## config.mk

```make
export PLATFORM = sky130hd
export DESIGN_NAME = multibank_fifo_ctrl
export DESIGN_NICKNAME = d
export VERILOG_FILES = /design/src/rtl/multibank_fifo_ctrl.sv
export SDC_FILE = /design/constraint.sdc
export NUM_CORES = 1
export LEC_CHECK = 0
export ABC_AREA = 1
export BUFFER_PORTS_ARGS = -buffer_cell sky130_fd_sc_hd__buf_2
export CORE_ASPECT_RATIO = 1.25
export CORE_MARGIN = 10
export CORE_UTILIZATION = 30
export CTS_BUF_LIST = sky130_fd_sc_hd__clkbuf_8 sky130_fd_sc_hd__clkbuf_16
export DETAILED_ROUTE_END_ITERATION = 7
export REMOVE_ABC_BUFFERS = 1
export SLEW_MARGIN = 20
export SYNTH_ARGS = -nofsm -noshare
export SYNTH_HDL_FRONTEND = slang
export SYNTH_SLANG_ARGS = --single-unit
```

## constraint.sdc

```tcl
create_clock -name clk -period 2.8 [get_ports clk]
set_clock_uncertainty 0.15 [all_clocks]
set_input_delay 0.42 -clock clk [delete_from_list [all_inputs] [get_ports clk]]
set_output_delay 0.42 -clock clk [all_outputs]
set_load 0.05 [all_outputs]
```

## src/rtl/multibank_fifo_ctrl.sv

```systemverilog
// Ring controller for NUM_BANKS external FIFO banks used as a multi-buffer.
// Optional MBFC_FLUSH_EN adds a flush input that seals a partially filled write bank.
module multibank_fifo_ctrl #(
  parameter int unsigned NUM_BANKS    = 2,
  parameter int unsigned RESET_CYCLES = 4
) (
  input  logic                             clk,
  input  logic                             reset_n,
  input  logic [NUM_BANKS-1:0]             full,
  input  logic [NUM_BANKS-1:0]             empty,
  input  logic                             wr_req,
  input  logic                             rd_req,
  input  logic                             err_clr,
`ifdef MBFC_FLUSH_EN
  input  logic                             flush,
`endif
  output logic [NUM_BANKS-1:0]             fifo_reset,
  output logic [NUM_BANKS-1:0]             wr_en,
  output logic [NUM_BANKS-1:0]             rd_en,
  output logic                             in_ready,
  output logic                             out_valid,
  output logic                             error,
  output logic [$clog2(NUM_BANKS+1)-1:0]   sealed_cnt
);

  localparam int unsigned PW = (NUM_BANKS > 1) ? $clog2(NUM_BANKS) : 1;
  localparam int unsigned CW = $clog2(NUM_BANKS + 1);
  localparam int unsigned RW = (RESET_CYCLES > 1) ? $clog2(RESET_CYCLES) : 1;

  typedef enum logic [1:0] {
    RST_SEQ,
    RUN,
    ERR
  } state_t;

  state_t               state, state_nxt;
  logic [RW-1:0]        rst_cnt;
  logic [PW-1:0]        wr_ptr, rd_ptr;
  logic [NUM_BANKS-1:0] sealed, sealed_nxt;
  logic [CW-1:0]        cnt_nxt;
  logic                 seal, drain, err_det, rst_done, flush_hit;

  function automatic logic [PW-1:0] ptr_inc(input logic [PW-1:0] p);
    return (p == PW'(NUM_BANKS - 1)) ? '0 : p + PW'(1);
  endfunction

`ifdef MBFC_FLUSH_EN
  assign flush_hit = flush && !empty[wr_ptr];
`else
  assign flush_hit = 1'b0;
`endif

  always_ff @(posedge clk or negedge reset_n) begin
    if (!reset_n) state <= RST_SEQ;
    else          state <= state_nxt;
  end

  always_comb begin
    state_nxt  = state;
    fifo_reset = '0;
    wr_en      = '0;
    rd_en      = '0;
    in_ready   = 1'b0;
    out_valid  = 1'b0;
    seal       = 1'b0;
    drain      = 1'b0;
    err_det    = 1'b0;
    rst_done   = (rst_cnt == RW'(RESET_CYCLES - 1));
    case (state)
      RST_SEQ: begin
        fifo_reset = '1;
        if (rst_done) state_nxt = RUN;
      end
      RUN: begin
        in_ready  = !sealed[wr_ptr] && !full[wr_ptr];
        out_valid = sealed[rd_ptr] && !empty[rd_ptr];
        if (wr_req && in_ready)  wr_en[wr_ptr] = 1'b1;
        if (rd_req && out_valid) rd_en[rd_ptr] = 1'b1;
        for (int unsigned i = 0; i < NUM_BANKS; i++) begin
          if (full[i] && empty[i])                             err_det = 1'b1;
          if (!sealed[i] && (PW'(i) != wr_ptr) && !empty[i])   err_det = 1'b1;
          if (sealed[i] && empty[i] && full[i])                err_det = 1'b1;
        end
        // A flush coinciding with full on the same bank still yields one seal.
        seal  = !sealed[wr_ptr] && (full[wr_ptr] || flush_hit);
        drain = sealed[rd_ptr] && empty[rd_ptr];
        if (err_det) begin
          state_nxt = ERR;
          seal      = 1'b0;
          drain     = 1'b0;
        end
      end
      ERR: begin
        fifo_reset = '1;
        state_nxt  = RST_SEQ;
      end
      default: state_nxt = RST_SEQ;
    endcase

    sealed_nxt = sealed;
    if (seal)  sealed_nxt[wr_ptr] = 1'b1;
    if (drain) sealed_nxt[rd_ptr] = 1'b0;
    if ((state == RST_SEQ) && rst_done) sealed_nxt = '0;

    // sealed_cnt tracks the registered sealed vector, so count its next value.
    cnt_nxt = '0;
    for (int unsigned i = 0; i < NUM_BANKS; i++)
      cnt_nxt = cnt_nxt + CW'(sealed_nxt[i]);
  end

  always_ff @(posedge clk or negedge reset_n) begin
    if (!reset_n) begin
      rst_cnt    <= '0;
      wr_ptr     <= '0;
      rd_ptr     <= '0;
      sealed     <= '0;
      sealed_cnt <= '0;
      error      <= 1'b0;
    end else begin
      sealed     <= sealed_nxt;
      sealed_cnt <= cnt_nxt;
      rst_cnt    <= ((state == RST_SEQ) && !rst_done) ? rst_cnt + RW'(1) : '0;
      if ((state == RST_SEQ) && rst_done) begin
        wr_ptr <= '0;
        rd_ptr <= '0;
      end else begin
        if (seal)  wr_ptr <= ptr_inc(wr_ptr);
        if (drain) rd_ptr <= ptr_inc(rd_ptr);
      end
      if (err_det)      error <= 1'b1;
      else if (err_clr) error <= 1'b0;
    end
  end

endmodule

```

==> flow_summary.toml, run 1 <==
[outcome]
outcome = "finished clean"

[global_route]
grt_pass1_wl_microns = 2260
grt_pass1_vias = 525
antenna_found_initial = 0
overflow = 0
globalRouteTotalUtil_pct = 6.02
grt_max_degree = 12

[routing]
drc_errors = 0
antenna_left = 0
avgViaCountPerCell = 4.08
first_iter_violations = 10
first_pass_iters = 4
vias = 575
wire_per_inst_microns = 9.94
routed_wl_microns = 1400

[power_and_ir_drop]
p_leak_nw = 0.492
ir_drop_v = 0.000466
powerDensity_mw_per_mm2 = 861

[cts]
cts_max_level = 1
numClockSinks = 11
clock_latency_ns = 0.23
cts_setup_buffers = 0
numCtsBuffers = 3
cts_root_buf = "clkbuf_8"
cts_tree = "done"
clk_pin_slew_ns = 0.05
clk_path_buf_depth = 2
cts_resized = 0

[cells_and_area]
final_cells = 141
final_cell_mix = "nand2_1 (20), buf_2 (19), inv_1 (17)"
antenna_cells = 0
nFillCells = 236
layout_commonest_cell = "nand2_1"
syn2layout_area_growth_pct = 23.5
final_core_util_pct = 38.7
nets = 122
drive_gt1_share_pct = 31.8

[sta]
worst_pin_slew_ns = 0.354
fin_crit_ns = 2.15
fmax_mhz = 466
holdWs_ns = 0.244
setup_violations = 0
timing.final.crit_share_pct = 76.7
rsz0062_at_grt = "no"
hold_viol = 0
final_max_slew_viol_count = 0
relSlewSlack_pct = 76.4

[synthesis]
netlist_area_sq_um = 693
ys_warn_count = 0
synthTopCellsByArea = "dfrtp_1 (40%), nand2_1 (11%), inv_1 (8.7%)"
synth_top_area_cell = "dfrtp_1"
ys_ff_latch = 11
yosysSeqAreaShare_pct = 39.7
yosysUniqueCellTypes = 23
synth_cells = 89
synth_area_per_cell_sq_um = 7.79
synth_top_area_share_pct = 39.7

[setup_path]
cp-start-kind = "flip-flop"
cp.arrival_ns = 1.58
cp_data_required_time_ns = 2.23
crit_chain = "nand2_1, o21ai_2, nand4_1, nor3_1, buf_2"
reg2reg_depth = 9
cp.depth = 5
critPathBufInv = 1
critPathMaxFanout = 10
worstSetupEndpointType = "primary output"
crit_family = "flip-flops"
slowest_delay_ns = 0.55
path_class = "reg2out"
worst_path_max_delay_cell = "dfrtp_1"

[die]
design.die.area_sq_mm = 0.00465
io-pin-count = 20
floorplan.initialDensity_pct = 31.4
die_w_microns = 63.0
fp-row-count = 19
fp.coreArea_sq_mm = 0.00221
die_h_microns = 73.7

[min_path]
hp-class = "in2reg"
holdPathStages = 2

[placement]
portBuffers = 19
gp_congestion = 0.820
hpwlAfterDp_microns = 1180
place_inst = 136

[flow_run]
cap_violations = 0
==> cell usage after synthesis (all sizes together) <==
| cell | number |
|---|---|
| nor2 | 13 |
| buf | 3 |
| nor3 | 3 |
| a22oi | 1 |
| o21ai | 5 |
| ha | 2 |
| nand3 | 6 |
| nand4 | 2 |
| nand2 | 23 |
| dfrtp | 11 |
| inv | 19 |
| a21oi | 1 |
==> layout make-up <==
| type | instances | area [sq um] | share of cell area [%] |
|---|---|---|---|
| well taps | 31 | 38.8 | 4.53 |
| repair buffers | 20 | 105 | 12.3 |
| flip-flops and latches | 11 | 275 | 32.2 |
| inverters | 19 | 71.3 | 8.33 |
| multi-input cells | 56 | 320 | 37.4 |
| clock buffers | 3 | 41.3 | 4.82 |
| clock inverters | 1 | 3.75 | 0.439 |
==> kinds of logic (layout without fill, tap and decap cells) <==
kind of cell / count (synthesis) / after routing / synth area share, %
compound gates: 7 / 7 / 5.96
fa+ha+maj: 2 / 2 / 3.61
buf+inv: 22 / 43 / 14.1
flops: 11 / 11 / 39.7
simple gates: 47 / 47 / 36.6
==> final timing paths <==
check	start	endpoint	slack (ns)
hold / removal	err_clr	error	0.24
hold reg to reg	rst_cnt[0]	rst_cnt[0]	0.28
min in group asynchronous	reset_n	sealed_cnt[0]	0.42
setup reg to reg	wr_ptr	sealed_cnt[0]	1.05
setup / recovery	wr_ptr	wr_en[1]	0.65
max in group asynchronous	reset_n	state[1]	1.89
==> report_power, final <==
| group | leakage (nW) | internal (W) | switching, W | total, W |
|---|---|---|---|---|
| Clock | 0.0269 | 0.0000958 | 0.0000551 | 0.000151 |
| Combinational | 0.318 | 0.000100 | 0.000226 | 0.000326 |
| Sequential | 0.147 | 0.000209 | 0.0000506 | 0.000260 |
==> timing repair <==
item | CTS | global route
setup endpoints to repair | 0 | 0
endpoints found under the hold margin | 11 | 0
hold buffers | 1 | 0
==> per-stage QoR <==
step | cell area, sq um | setup WS (ns) | setup TNS (ns) | power (W)
global placement | 801 | 0.916 | 0 | 0.000585
global route | 856 | 0.504 | 0 | 0.000802
floorplan | 667 | -0.00516 | -0.0103 | 0.000520
CTS | 856 | 0.642 | 0 | 0.000752
detailed placement | 801 | 0.902 | 0 | 0.000592
finish | 856 | 0.654 | 0 | 0.000737
==> registers in the layout, summed over array words and instances, names as in the netlist <==
register	flops
error	1
sealed_cnt	2
sealed	2
rd_ptr	1
wr_ptr	1
rst_cnt	2
state	2
==> per-layer routing <==
metal / wire [microns] / share of wire [%] / GRT usage (%)
met5: 0 / 0 / 0
met4: 28 / 2.0 / 4.48
met3: 49 / 3.5 / 1.82
met2: 712 / 51 / 10.2
met1: 610 / 44 / 6.23
(Power assumes the default switching activity.)
==> run 2: changes to the inputs <==
--- a/config.mk
+++ b/config.mk
@@ -5,7 +5,7 @@
 export SDC_FILE = /design/constraint.sdc
 export NUM_CORES = 1
 export LEC_CHECK = 0
-export ABC_AREA = 1
+export ABC_AREA = 0
 export BUFFER_PORTS_ARGS = -buffer_cell sky130_fd_sc_hd__buf_2
 export CORE_ASPECT_RATIO = 1.25
 export CORE_MARGIN = 10
==> constraint.sdc (replaced) <==
create_clock -name clk -period 2.03 [get_ports clk]
set_clock_uncertainty 0.15 [all_clocks]
set_input_delay 0.3045 -clock clk [delete_from_list [all_inputs] [get_ports clk]]
set_output_delay 0.3045 -clock clk [all_outputs]
set_load 0.05 [all_outputs]
==> run 2 against run 1 <==
Net effect: via count is 1.4% lower; cell count is 22% lower; sequential power is 32% higher; combinational power grew 80%; first-iteration DRC count up 30%; setup slack worse by 0.60 ns; routed wire length grew 12%; final area grew 1.5%; clock power is 40% higher; synthesized cell count fell by 33%; area after synthesis shrank 14%; critical path type unchanged; largest power group unchanged.
==> flow_summary.toml, run 2 <==
[cts]
cts_root_buf = "clkbuf_8"
clk_pin_slew_ns = 0.05
numCtsBuffers = 3
cts_tree = "done"
numClockSinks = 11
clk_path_buf_depth = 2
clock_latency_ns = 0.24
cts_max_level = 1

[die]
die_w_microns = 59.9
fp-row-count = 18
fp.coreArea_sq_mm = 0.00194
floorplan.initialDensity_pct = 30.8
die_h_microns = 69.9
design.die.area_sq_mm = 0.00418
io-pin-count = 20

[synthesis]
ys_ff_latch = 11
synth_area_per_cell_sq_um = 9.95
synth_most_common_cell = "dfrtp_1"
netlist_area_sq_um = 597
synth_cells = 60
synth_top_area_share_pct = 46.1
netlist_top_cells_count = "dfrtp_1 (11), nand2_1 (8), nor2_1 (6)"
synth_top_area_cell = "dfrtp_1"
ys_async_sr_fraction_pct = 100
ys_warn_count = 0
synthTopCellsByArea = "dfrtp_1 (46%), nand2_1 (5.0%), nor4b_1 (4.4%)"
ys.flop_type = "dfrtp_1"
synth_edf_count = 0
yosysUniqueCellTypes = 30
yosysSeqAreaShare_pct = 46.1

[sta]
final_max_slew_viol_count = 0
hold_viol = 0
holdWs_ns = 0.113
setup-tns-final_ns = 0
worst_pin_slew_ns = 0.309
timing.final.crit_share_pct = 97.3
fin_crit_ns = 1.98
relSlewSlack_pct = 79.3
fmax_mhz = 506
rsz0062_at_grt = "yes"
setup_violations = 0

[power_and_ir_drop]
p_leak_nw = 0.442
ir_drop_v = 0.000572
powerDensity_mw_per_mm2 = 1310

[setup_path]
cp_data_required_time_ns = 1.58
reg2reg_depth = 5
path_class = "reg2out"
cp-start-kind = "flip-flop"
regToRegEndpoint = "sealed_cnt[0]"
critPathMaxFanout = 4
r2r_setup_slack_ns = 0.10
cp.arrival_ns = 1.52
worstSetupEndpointType = "primary output"
r2r_start = "sealed[1]"

[routing]
wire_per_inst_microns = 14.3
avgViaCountPerCell = 5.15
first_iter_violations = 13
first_pass_iters = 4
antenna_left = 0
routed_wl_microns = 1570
drc_errors = 0
vias = 567

[global_route]
grt_pass1_wl_microns = 2630
antenna_found_initial = 0
grt_max_degree = 12
globalRouteTotalUtil_pct = 7.69
grt_pass1_vias = 571
overflow = 0

[min_path]
holdPathStages = 2
hp-class = "in2reg"
hold_path_end = "error"
min_from = "err_clr"

[cells_and_area]
drive_gt1_share_pct = 45.6
final_cell_mix = "buf_2 (15), dfrtp_1 (11), buf_4 (9)"
syn2layout_area_growth_pct = 45.5
layout_commonest_cell = "buf_2"
register_area_sq_um = 275
antenna_cells = 0
final_cells = 110
nets = 102
nFillCells = 183
final_core_util_pct = 44.8
multi_input_area_sq_um = 325

[placement]
portBuffers = 19
hpwlAfterDp_microns = 1170
gp_congestion = 0.804
place_inst = 102

[outcome]
outcome = "finished clean"

[flow_run]
cap_violations = 0
-- run 2: cell count changes after synthesis, moves of 3 or more --
cell     previous run  this run
nor2_1             10         6
nor3_1              3         0
inv_2               3         0
nand2_1            20         8
inv_1              16         3
nor4b_1             0         3
-- run 2: what timing repair did --
action | in CTS | in global routing
gates resized for setup | 7 | 7
pin swaps | 0 | 4
hold buffers | 1 | 0
hold endpoints to repair | 11 | 0
buffers inserted | 2 | 1
endpoints found under the setup margin | 4 | 6
-- run 2: worst max-delay path by stage --
stage	depth (start not counted)	from	slack [ns]	to
2_1_floorplan	4	rd_ptr	-0.96	rd_en[1]
3_3_place_gp	6	empty[0]	0.07	sealed_cnt[0]
3_5_place_dp	6	empty[0]	0.04	sealed_cnt[0]
4_1_cts	5	sealed[1]	-0.007	rd_en[0]
5_1_grt	6	sealed[1]	-0.07	rd_en[1]
6_report	6	sealed[1]	0.05	rd_en[1]
-- run 2: final cells by class --
| class | count | area share, % |
|---|---|---|
| inverters | 3 | 1.30 |
| repair buffers | 28 | 21.5 |
| clock buffers | 3 | 4.76 |
| multi-input cells | 44 | 37.5 |
| clock inverters | 1 | 0.432 |
| flip-flops and latches | 11 | 31.7 |
| well taps | 20 | 2.88 |
-- run 2: critical path, stage by stage, from the launching register on --
cell and delay, ns:
dfrtp_1 0.38, buf_6 0.12, mux2i_2 0.07, nand2b_4 0.15, a211oi_2 0.20, and3_1 0.20, buf_6 0.16
-- run 2: where the power goes --
group / internal, W / switching [W]
clock: 0.000132 / 0.0000792
combinational: 0.000214 / 0.000375
sequential: 0.000295 / 0.0000472
-- run 2: metal layers --
metal  vias up  global-route usage, %  share of wire [%]
met3         4                   3.07                7.4
met1       269                   8.09                 36
li1        274                      -                  -
met2        20                   13.0                 54
met5         -                      0                  0
met4         0                   3.00                1.6
-- run 2: kinds of logic after synthesis --
logic type,count (synthesis),share of synthesized area (%)
adder cells (fa/ha/maj),2,4.19
AND/OR/NAND/NOR,32,31.9
multiplexers,1,1.68
buffers and inverters,5,5.03
AO/OA/AOI/OAI,9,11.1
flip-flops,11,46.1
-- run 2: stage by stage --
step	power [W]	setup slack, ns	cell area, sq um
2_1_floorplan	0.000708	-0.965	578
3_5_place_dp	0.000859	0.0373	736
5_1_grt	0.00122	-0.0714	868
6_report	0.00114	0.0543	868
3_3_place_gp	0.000853	0.0662	736
4_1_cts	0.00111	-0.00721	827
